[src/rtl/dl_pkg.sv]
// ----------------------------------------------------------------------------
// dl_pkg
// Shared types and constants for the ioctl download sequencer.
//   dl_state_t   : sequencer states
//   IDX_*        : ioctl stream indices handled by the sequencer
//   MOD_*        : machine-variant codes decoded from the index-1 byte
//   hold_width() : counter width needed to count HOLD_CYCLES-1 down to 0
// ----------------------------------------------------------------------------
package dl_pkg;

    typedef enum logic [2:0] {
        IDLE,
        LOAD_ROM,
        LOAD_AUX,
        HOLD,
        RUN
    } dl_state_t;

    localparam logic [7:0] IDX_ROM  = 8'd0;
    localparam logic [7:0] IDX_MOD  = 8'd1;
    localparam logic [7:0] IDX_DIP  = 8'd254;

    localparam logic [7:0] MOD_SBAG = 8'd1;
    localparam logic [7:0] MOD_PICK = 8'd2;

    localparam logic [16:0] BYTE_COUNT_MAX = 17'h1FFFF;

    // At least one bit, so HOLD_CYCLES == 1 still yields a legal counter.
    function automatic int unsigned hold_width(input int unsigned cycles);
        return (cycles > 1) ? $clog2(cycles) : 1;
    endfunction

endpackage

[src/rtl/dl_hold_timer.sv]
// ----------------------------------------------------------------------------
// dl_hold_timer
// Loadable down-counter that stretches the game-core reset. It starts (and
// reloads) at HOLD_CYCLES-1 and counts down to zero while enabled.
// Ports:
//   clock_12mhz : system clock
//   reset       : asynchronous, active-high; counter returns to HOLD_CYCLES-1
//   load        : reload the counter with HOLD_CYCLES-1 (wins over en)
//   en          : decrement by one this cycle (stops at zero)
//   done        : counter is zero
// ----------------------------------------------------------------------------
module dl_hold_timer
    import dl_pkg::*;
#(
    parameter int HOLD_CYCLES = 1024
) (
    input  logic clock_12mhz,
    input  logic reset,
    input  logic load,
    input  logic en,
    output logic done
);

    localparam int unsigned CW = hold_width(HOLD_CYCLES);
    localparam logic [CW-1:0] START = CW'(HOLD_CYCLES - 1);

    logic [CW-1:0] count;

    // NOTE: sequential state is written with non-blocking assignments only, so
    // every register samples the pre-edge values regardless of block order.
    always_ff @(posedge clock_12mhz or posedge reset) begin
        if (reset) begin
            count <= START;
        end else if (load) begin
            count <= START;
        end else if (en && (count != '0)) begin
            count <= count - 1'b1;
        end
    end

    assign done = (count == '0);

endmodule

[src/rtl/rom_download_ctrl.sv]
// ----------------------------------------------------------------------------
// rom_download_ctrl
// Sequences the hps_io ioctl download stream for the arcade core: index-0
// bytes go to the core ROM/RAM write port, index 1 sets the machine variant,
// index 254 fills the DIP bank. The core is held in reset during a ROM load
// and for HOLD_CYCLES cycles afterwards (and after reset).
//
// Optional feature: define ROM_CHECKSUM_EN to add a 16-bit running sum of the
// accepted ROM bytes, compared against EXPECTED_SUM at the end of a load.
//
// Ports:
//   clock_12mhz    : system clock
//   reset          : asynchronous, active-high
//   ioctl_download : download active
//   ioctl_wr       : byte strobe
//   ioctl_addr     : byte address (25 bits)
//   ioctl_dout     : byte data
//   ioctl_index    : stream index, latched when ioctl_download rises
//   dn_addr/dn_data/dn_wr : ROM write port, one-cycle strobe per byte
//   core_reset     : reset to the game core
//   mod            : machine-variant byte; mod_sbag / mod_pick decode it
//   dipsw          : DIP bank, byte n at bits [8n+7:8n]
//   rom_err        : sticky out-of-range ROM address flag
//   byte_count     : accepted ROM bytes in the current/last load (saturating)
//   sum_ok         : checksum match (always 0 without ROM_CHECKSUM_EN)
// ----------------------------------------------------------------------------
module rom_download_ctrl
    import dl_pkg::*;
#(
    parameter logic [16:0] ROM_SIZE     = 17'h14000,
    parameter int          HOLD_CYCLES  = 1024,
    parameter logic [15:0] EXPECTED_SUM = 16'h0000
) (
    input  logic        clock_12mhz,
    input  logic        reset,
    input  logic        ioctl_download,
    input  logic        ioctl_wr,
    input  logic [24:0] ioctl_addr,
    input  logic [7:0]  ioctl_dout,
    input  logic [7:0]  ioctl_index,
    output logic [16:0] dn_addr,
    output logic [7:0]  dn_data,
    output logic        dn_wr,
    output logic        core_reset,
    output logic [7:0]  mod,
    output logic        mod_sbag,
    output logic        mod_pick,
    output logic [63:0] dipsw,
    output logic        rom_err,
    output logic [16:0] byte_count,
    output logic        sum_ok
);

    dl_state_t   state;
    dl_state_t   ret_state;   // where a download was started from
    logic        dl_prev;
    logic [7:0]  idx_q;

    logic        dl_rise;
    logic        dl_fall;
    logic        can_start;
    logic        start_rom;
    logic        start_aux;
    logic        rom_active;
    logic        aux_active;
    logic [7:0]  wr_idx;
    logic        rom_accept;
    logic        rom_reject;
    logic        rom_end;
    logic        rom_to_idle;
    logic        hold_done;
    logic [16:0] count_next;
    logic        err_next;

    assign dl_rise   = ioctl_download & ~dl_prev;
    assign dl_fall   = ~ioctl_download & dl_prev;
    assign can_start = (state == RUN) || (state == IDLE) || (state == HOLD);
    assign start_rom = dl_rise && can_start && (ioctl_index == IDX_ROM);
    assign start_aux = dl_rise && can_start && (ioctl_index != IDX_ROM);

    // A write arriving together with the download rise already belongs to the
    // new download, so the un-latched index is used for that one cycle.
    assign rom_active = start_rom || (state == LOAD_ROM);
    assign aux_active = start_aux || (state == LOAD_AUX);
    assign wr_idx     = start_aux ? ioctl_index : idx_q;

    assign rom_accept = ioctl_wr && rom_active && (ioctl_addr <  {8'h00, ROM_SIZE});
    assign rom_reject = ioctl_wr && rom_active && (ioctl_addr >= {8'h00, ROM_SIZE});

    // NOTE: every signal assigned in always_comb gets a default first, so no
    // path through the block can leave it unassigned and infer a latch.
    always_comb begin
        count_next = start_rom ? 17'd0 : byte_count;
        err_next   = start_rom ? 1'b0  : rom_err;
        if (rom_accept && (count_next != BYTE_COUNT_MAX)) begin
            count_next = count_next + 17'd1;
        end
        if (rom_reject) begin
            err_next = 1'b1;
        end
    end

    // The write on the falling cycle counts, hence count_next rather than
    // byte_count when deciding whether the load was empty.
    assign rom_end     = (state == LOAD_ROM) && dl_fall;
    assign rom_to_idle = rom_end && (count_next == '0) && (ret_state != HOLD);

    dl_hold_timer #(
        .HOLD_CYCLES (HOLD_CYCLES)
    ) u_hold_timer (
        .clock_12mhz (clock_12mhz),
        .reset       (reset),
        .load        (rom_end),
        .en          ((state == HOLD) && !dl_rise),
        .done        (hold_done)
    );

    always_ff @(posedge clock_12mhz or posedge reset) begin
        if (reset) begin
            state      <= HOLD;
            ret_state  <= IDLE;
            dl_prev    <= 1'b0;
            idx_q      <= 8'h00;
            core_reset <= 1'b1;
            dn_wr      <= 1'b0;
            dn_addr    <= '0;
            dn_data    <= '0;
            mod        <= '0;
            mod_sbag   <= 1'b0;
            mod_pick   <= 1'b0;
            dipsw      <= '0;
            rom_err    <= 1'b0;
            byte_count <= '0;
        end else begin
            dl_prev    <= ioctl_download;
            dn_wr      <= rom_accept;
            byte_count <= count_next;
            rom_err    <= err_next;
            mod_sbag   <= (mod == MOD_SBAG);
            mod_pick   <= (mod == MOD_PICK);

            if (rom_accept) begin
                dn_addr <= ioctl_addr[16:0];
                dn_data <= ioctl_dout;
            end

            if (aux_active && ioctl_wr) begin
                if (wr_idx == IDX_MOD) begin
                    mod <= ioctl_dout;
                end else if ((wr_idx == IDX_DIP) && (ioctl_addr[24:3] == '0)) begin
                    dipsw[{ioctl_addr[2:0], 3'b000} +: 8] <= ioctl_dout;
                end
            end

            case (state)
                IDLE, RUN, HOLD: begin
                    if (start_rom) begin
                        state      <= LOAD_ROM;
                        ret_state  <= state;
                        idx_q      <= ioctl_index;
                        core_reset <= 1'b1;
                    end else if (start_aux) begin
                        state     <= LOAD_AUX;
                        ret_state <= state;
                        idx_q     <= ioctl_index;
                    end else if ((state == HOLD) && hold_done) begin
                        state      <= RUN;
                        core_reset <= 1'b0;
                    end
                end
                LOAD_ROM: begin
                    if (rom_to_idle) begin
                        state      <= IDLE;
                        core_reset <= 1'b0;
                    end else if (rom_end) begin
                        state <= HOLD;
                    end
                end
                LOAD_AUX: begin
                    if (dl_fall) begin
                        state <= ret_state;
                    end
                end
                default: begin
                    state <= HOLD;
                end
            endcase
        end
    end

`ifdef ROM_CHECKSUM_EN
    logic [15:0] sum_q;
    logic [15:0] sum_next;

    assign sum_next = (start_rom ? 16'h0000 : sum_q)
                    + (rom_accept ? {8'h00, ioctl_dout} : 16'h0000);

    always_ff @(posedge clock_12mhz or posedge reset) begin
        if (reset) begin
            sum_q  <= '0;
            sum_ok <= 1'b0;
        end else begin
            sum_q <= sum_next;
            if (start_rom) begin
                sum_ok <= 1'b0;
            end else if (rom_end && !rom_to_idle) begin
                sum_ok <= (sum_next == EXPECTED_SUM) && !err_next;
            end
        end
    end
`else
    // Reference sum is meaningless without the checksum logic.
    logic unused_expected_sum;
    assign unused_expected_sum = ^EXPECTED_SUM;
    assign sum_ok = 1'b0;
`endif

endmodule

[config.mk]
export PLATFORM = sky130hd
export DESIGN_NAME = rom_download_ctrl
export DESIGN_NICKNAME = d
export VERILOG_FILES = /design/src/rtl/dl_pkg.sv /design/src/rtl/dl_hold_timer.sv /design/src/rtl/rom_download_ctrl.sv
export SDC_FILE = /design/constraint.sdc
export NUM_CORES = 1
export LEC_CHECK = 0
export CAP_MARGIN = 20
export CORE_ASPECT_RATIO = 0.75
export CORE_MARGIN = 2
export CORE_UTILIZATION = 32
export DETAILED_ROUTE_END_ITERATION = 8
export GPL_TIMING_DRIVEN = 0
export PLACE_DENSITY_LB_ADDON = 0.25
export SYNTH_ARGS = -nofsm -noshare
export SYNTH_HDL_FRONTEND = slang
export SYNTH_SLANG_ARGS = --single-unit
export TNS_END_PERCENT = 1
[constraint.sdc]
create_clock -name clock_12mhz -period 8.6 [get_ports clock_12mhz]
set_input_delay 2.15 -clock clock_12mhz [delete_from_list [all_inputs] [get_ports clock_12mhz]]
set_output_delay 2.15 -clock clock_12mhz [all_outputs]
set_load 0.02 [all_outputs]
Word level (Yosys, flattened, before mapping):

Cells that the tools add are included.

* latch bits: 0
* memories kept: 0
* bits in writable memories: 0
* word-level logic and storage cells: 103
* output and inout bits: 120
* flip-flop bits (word level): 144
* memory bits (read-only): 0

* multiply operators: 0
* mux-type cells: 23
* divide/modulo/power cells: 0
* $add $sub $neg: 3
* $lt $le $gt $ge: 2
* reduce and logical (&&, ||, !) cells: 37
* equality and inequality tests: 16
* shift-type cells: 2
* bitwise logic cells: 5

Operators with widths (number)
* 64-bit bitwise mux: 1
* 8-bit by 8-bit variable shift with 64-bit output, first input constant: 1
* 8-bit by 8-bit indexed part select with 64-bit output: 1
* 17-bit 2-to-1 mux: 2
* 25-bit by 17-bit greater-or-equal comparator with 1-bit output, second input constant: 1
* 25-bit by 17-bit < comparator with 1-bit output, second input constant: 1
* 3-bit 2-to-1 mux: 8
* 22-bit zero test: 1
* 10-bit 2-to-1 mux: 2
* 17-bit by 1-bit adder with 17-bit output, second input constant: 1
* 17-bit zero test: 1
* 17-bit inequality test, second input constant: 1
* 8-bit by 1-bit == test with 1-bit output, second input constant: 2
* 8-bit 2-to-1 mux: 2
* 1-bit logical AND: 15
* 10-bit zero test: 1
* 10-bit nonzero test: 1
* 10-bit by 1-bit subtractor with 10-bit output, second input constant: 1
* 3-bit inequality test, second input constant: 3
* 3-bit case mux with 3 select lines: 1
* 8-bit by 2-bit == test with 1-bit output, second input constant: 1
* 8-bit == test, second input constant: 1
* 8-bit zero test: 1
* 6-bit negator with 8-bit output: 1
* other kinds (19): 37

Longest topological paths before layout:

* word-level depth: 15
* mapped depth: 18
* depth with buffers taken out: 15

Modules after synthesis:

Synthesis repeated with hierarchy kept, for this count alone.

* cells, all modules: 635
* area total of the unflattened synthesis: 6786.5 um^2

By module, submodules not included
* rom_download_ctrl: times used 1, seq. area each 3357.0 um^2, area each 6135.9 um^2, cells each 565
* dl_hold_timer: times used 1, seq. area each 262.8 um^2, area each 650.6 um^2, cells each 70

Worst setup path before layout:

OpenSTA, ideal clock, no wires.

* path kind: input-to-reg
* from: input ioctl_index[4]
* to: register state[1]
* stages on the path: 17
* data arrival time: 5571 ps
* required time: 8503 ps
* slack: 2931 ps
* path buffers: 2
* cell sequence: nor3_1 and3_1 nand2_1 clkbuf_1 and2_1 ha_1 nand3_1 nor3_1 ha_1 nor2b_1 nand4_1 buf_2 nor4_1 xor2_1 a2111o_1 nor4b_2 o211ai_1

* word-level cells in the longest chain between the ends: 12
* elaborated cells on any way between the ends: 22

Ends and longest elaborated chain
* start: declaration: line rom_download_ctrl.sv:40 `input logic [7:0] ioctl_index,`
* branches (longest 12 deep; another with 17-bit by 1-bit adder with 17-bit output)
* end signal: assignment: line rom_download_ctrl.sv:181 `state <= ret_state;`
* end: declaration: line rom_download_ctrl.sv:54 `dl_state_t state;`

Parallel ways; which one is timed is not known.
A chain may end at the register's enable or synchronous reset.

Worst setup path in the final report:

* from: input ioctl_download
* to: register state[0]

* word-level cells in the longest chain between the ends: 13
* elaborated cells on any way between the ends: 26

Ends and longest elaborated chain
* start: declaration: line rom_download_ctrl.sv:36 `input logic ioctl_download,`
* branches (longest 13 deep; another with 17-bit by 1-bit adder with 17-bit output)

Parallel ways; which one is timed is not known.

==> key figures <==
Logic synthesis
  • Portion of the post-synthesis area used by sequential elements: 53.8%
  • Syn_area_per_cell: 11.1 um2
  • FF+latch count, synth: 144
  • Number of distinct library cell variants in the gate-level netlist after synthesis: 58
  • Fraction of post-synthesis cell area in the top cell type by area: 48.7%
  • Synth top area cells: dfrtp_1 49%, mux2_2 12%, dfstp_2 5.1%
  • Share of async-settable or async-resettable flops after synthesis: 100%
  • Total of warnings raised by yosys: 0
  • Cell count after synthesis: 604
  • Top cell type by total area after synthesis: dfrtp_1
  • Leading register cell type out of synthesis: dfrtp_1
  • Count of flip-flops with a built-in enable after synthesis: 0
  • Synth Cell Area: 6730 um2
  • Post-Syn Nets: 654

STA
  • Final hold violation count: 0
  • Relative slew margins: 43.7%
  • Slew at the pin closest to its max-slew limit: 0.837 ns
  • Shortest clock period the worst path allows after layout: 7.02 ns
  • Final worst clock skew: 0.0130 ns
  • Fin Setup TNS: 0 ns
  • Setup repair after global routing missed its margin: no
  • Max-slew violations: 0
  • Period utilization: 81.6%
  • Highest Clock Rate: 142 MHz
  • Setup-failing EPs final: 0

Critical path
  • Dominant delay contributor by cell family on the critical path: simple AND/OR/NAND/NOR gates
  • CP Class: primary input to flip-flop
  • Worst path bufs/invs: 4
  • Launch point of the worst path: ioctl_download
  • Arr. time, crit path: 7.33 ns
  • Crit-path cells: clkdlybuf4s50_1, nand2b_1, a21oi_4, buf_2, nand2_1, clkbuf_1, and2_1, ha_1, nand3_1, nor3_1, ha_1, nor2b_1, nand4_1, buf_2, o31ai_1, a41oi_1, a311o_2, nor4b_2, a211oi_1
  • Reg2Reg Launch Point: state[0]$_DFFE_PP1P_
  • Reg2reg end: state[0]$_DFFE_PP1P_
  • WP data required: 8.91 ns
  • Cell count of the worst reg-to-reg path: 18
  • Category of the worst setup path capture point: flip-flop
  • Register-to-register path setup slack: 3.17 ns
  • Critical-path top delay cell: clkdlybuf4s50_1
  • CP peak stage delay: 0.52 ns
  • CP Launch Type: primary input
  • Maximum fanout encountered on the critical timing path: 10

Routing
  • Routed WL: 18400 um
  • Residual DRC count: 0
  • DRT Pass-1 Iters: 5
  • Vias per std cell: 4.83
  • Post-route antenna net violation count: 0
  • Via count of the routed design: 5188
  • WL/cell: 17.1 um
  • Violation count after the first detailed-routing iteration: 343

Final layout
  • Antenna Cells: 0
  • Number of nets in the final layout: 830
  • Leading cell types in the layout, fill and taps excluded: 156 x clkdlybuf4s50_1, 131 x dfrtp_1, 79 x nand2_1
  • Layout overhead on the synthesized area: 38.0%
  • Share of final-layout standard cells stronger than drive strength 1: 18.4%
  • Layout Cells excl Fill: 1075
  • Fill cell total of the finished layout: 1965
  • Most common cell after layout, fill and taps aside: clkdlybuf4s50_1
  • Core Util, Final: 45.4%

Placement
  • Gpl congestion: 0.839
  • Dpl cells: 1043
  • HPWL Detailed: 13300 um
  • # port buffers: 156

Worst hold path
  • Hold Path Depth: 2
  • Class of the tightest hold or removal check: flip-flop to flip-flop

CTS
  • Hold-fix buffers at CTS: 0
  • Clock latency of the later-clocked register in the worst-skew pair: 0.42 ns
  • Total of cells resized after clock tree synthesis: 0
  • Clock tree sinks: 144
  • Post CTS Setup Buffer Count: 0
  • Root Buffer Master: clkbuf_16
  • Clock slew at reported path FFs: 0.06 ns
  • H-tree depth reported by CTS: 4
  • CTS max path bufs: 2
  • Clock buffers created by TritonCTS: 17
  • Clock tree from TritonCTS: yes

Power
  • Share of power burned in combinational logic: 16.9%
  • Clock group share of total power: 39.8%
  • Reported leakage power: 4.01 nW
  • Pwr/cell area: 207 nW/um2
  • Internal power contribution: 1.35 mW
  • Maximum resistive drop on vdd: 0.109 mV
  • Relative contribution of sequential cells to total power: 43.3%
  • Switching power share of the total: 29.6%
  • Switching power: 569 uW

Global routing
  • GRT overflow: 0
  • Vias in the first global route: 5001
  • Wire length of the first global-routing pass: 28700 um
  • Total global routing track utilization: 16.9%
  • Antenna violations before repair: 0
  • Largest net degree at the start of global routing: 94

Floorplanning
  • Effective utilization at floorplan: 32.9%
  • Count of pins on the block boundary: 165
  • Die H: 130 um
  • Cell Rows: 45
  • Core Area: 20400 um2
  • Floorplan die width: 171 um
  • Die area: 22200 um2

Job
  • Total of max-cap violations: 0

Run status
  • Run status: complete, no violations
worst min-delay path, delay by kind of cell (launching register included):
kind          cells  cell delay, ns
flops             1            0.33
simple gates      2            0.11
kinds of logic after synthesis:
| logic type | share of synthesized area [%] |
|---|---|
| flip-flops | 53.8 |
| multiplexers | 16.4 |
| buffers and inverters | 3.59 |
| AO/OA/AOI/OAI | 6.51 |
| AND/OR/NAND/NOR | 16.6 |
| XOR/XNOR | 2.21 |
| adder cells (fa/ha/maj) | 0.929 |
| other | 0.0557 |
registers in the layout, indices dropped and copies added, names as in the netlist, named ones only:
signal              cells
dipsw                  64
byte_count             17
dn_addr                17
u_hold_timer.count     10
dn_data                 8
mod                     8
ret_state               3
state                   3
core_reset              1
dl_prev                 1
dn_wr                   1
mod_pick                1
mod_sbag                1
rom_err                 1
power by group through the flow:
stage          Sequential (mW)  Combinational (mW)  Clock [mW]
2_1_floorplan            0.844               0.197           0
3_3_place_gp             0.844               0.320           0
3_5_place_dp             0.842               0.325           0
4_1_cts                  0.831               0.327       0.790
5_1_grt                  0.843               0.362       0.816
6_report                 0.833               0.324       0.766
final cells by class:
type,count,area (um2),share of cell area (%)
clock buffer,18,439,4.73
clock inverter,14,170,1.83
buffer,26,106,1.15
inverter,36,140,1.51
timing repair buffer,157,1590,17.1
sequential,144,3620,39.0
multi-input combinational,398,2870,30.9
tap,282,353,3.80
worst max path at each step:
stage | to | slack, ns | depth (start not counted)
2_1_floorplan | async pin | 2.61 | 1
3_3_place_gp | dipsw[32]$_DFFE_PP0P_ | 0.27 | 2
3_5_place_dp | state[0]$_DFFE_PP1P_ | 1.22 | 19
4_1_cts | state[0]$_DFFE_PP1P_ | 1.63 | 19
5_1_grt | state[0]$_DFFE_PP1P_ | 1.16 | 19
6_report | state[0]$_DFFE_PP1P_ | 1.58 | 19
Yosys cell counts, types with 4 or more instances:
cell / instances
nand2_1: 79
nand3_1: 17
and2_1: 7
nor2_1: 23
nor2b_1: 5
mux2_2: 72
or4_1: 6
ha_1: 5
xor2_1: 8
mux2i_1: 29
o31ai_1: 4
a21oi_1: 10
or3_1: 5
nor3b_1: 5
buf_2: 4
nor4_1: 10
xnor2_1: 9
nand2b_1: 4
inv_1: 36
o21ai_0: 22
nand4_1: 11
dfstp_2: 13
nor2_2: 6
clkbuf_1: 13
dfrtp_1: 131
nor3_1: 11
buf_1: 8
stage by stage:
stage | setup WS, ns | cell area (um2) | power [mW] | hold WS, ns
2_1_floorplan | 2.61 | 6730 | 1.04 | 0.440
3_3_place_gp | 0.269 | 8650 | 1.16 | 0.461
3_5_place_dp | 1.22 | 8680 | 1.17 | 0.461
4_1_cts | 1.63 | 9290 | 1.95 | 0.477
5_1_grt | 1.16 | 9290 | 2.02 | 0.488
6_report | 1.58 | 9290 | 1.92 | 0.475
per-layer routing:
layer / vias to the layer above / routed length (um) / global-route usage, %
li1: 2483 / - / -
met1: 2565 / 9380 / 25.9
met5: - / 0 / 0
met3: 14 / 1020 / 3.85
met2: 126 / 7780 / 23.2
met4: 0 / 207 / 5.68
No activity file was read; power rests on OpenSTA's default activity.
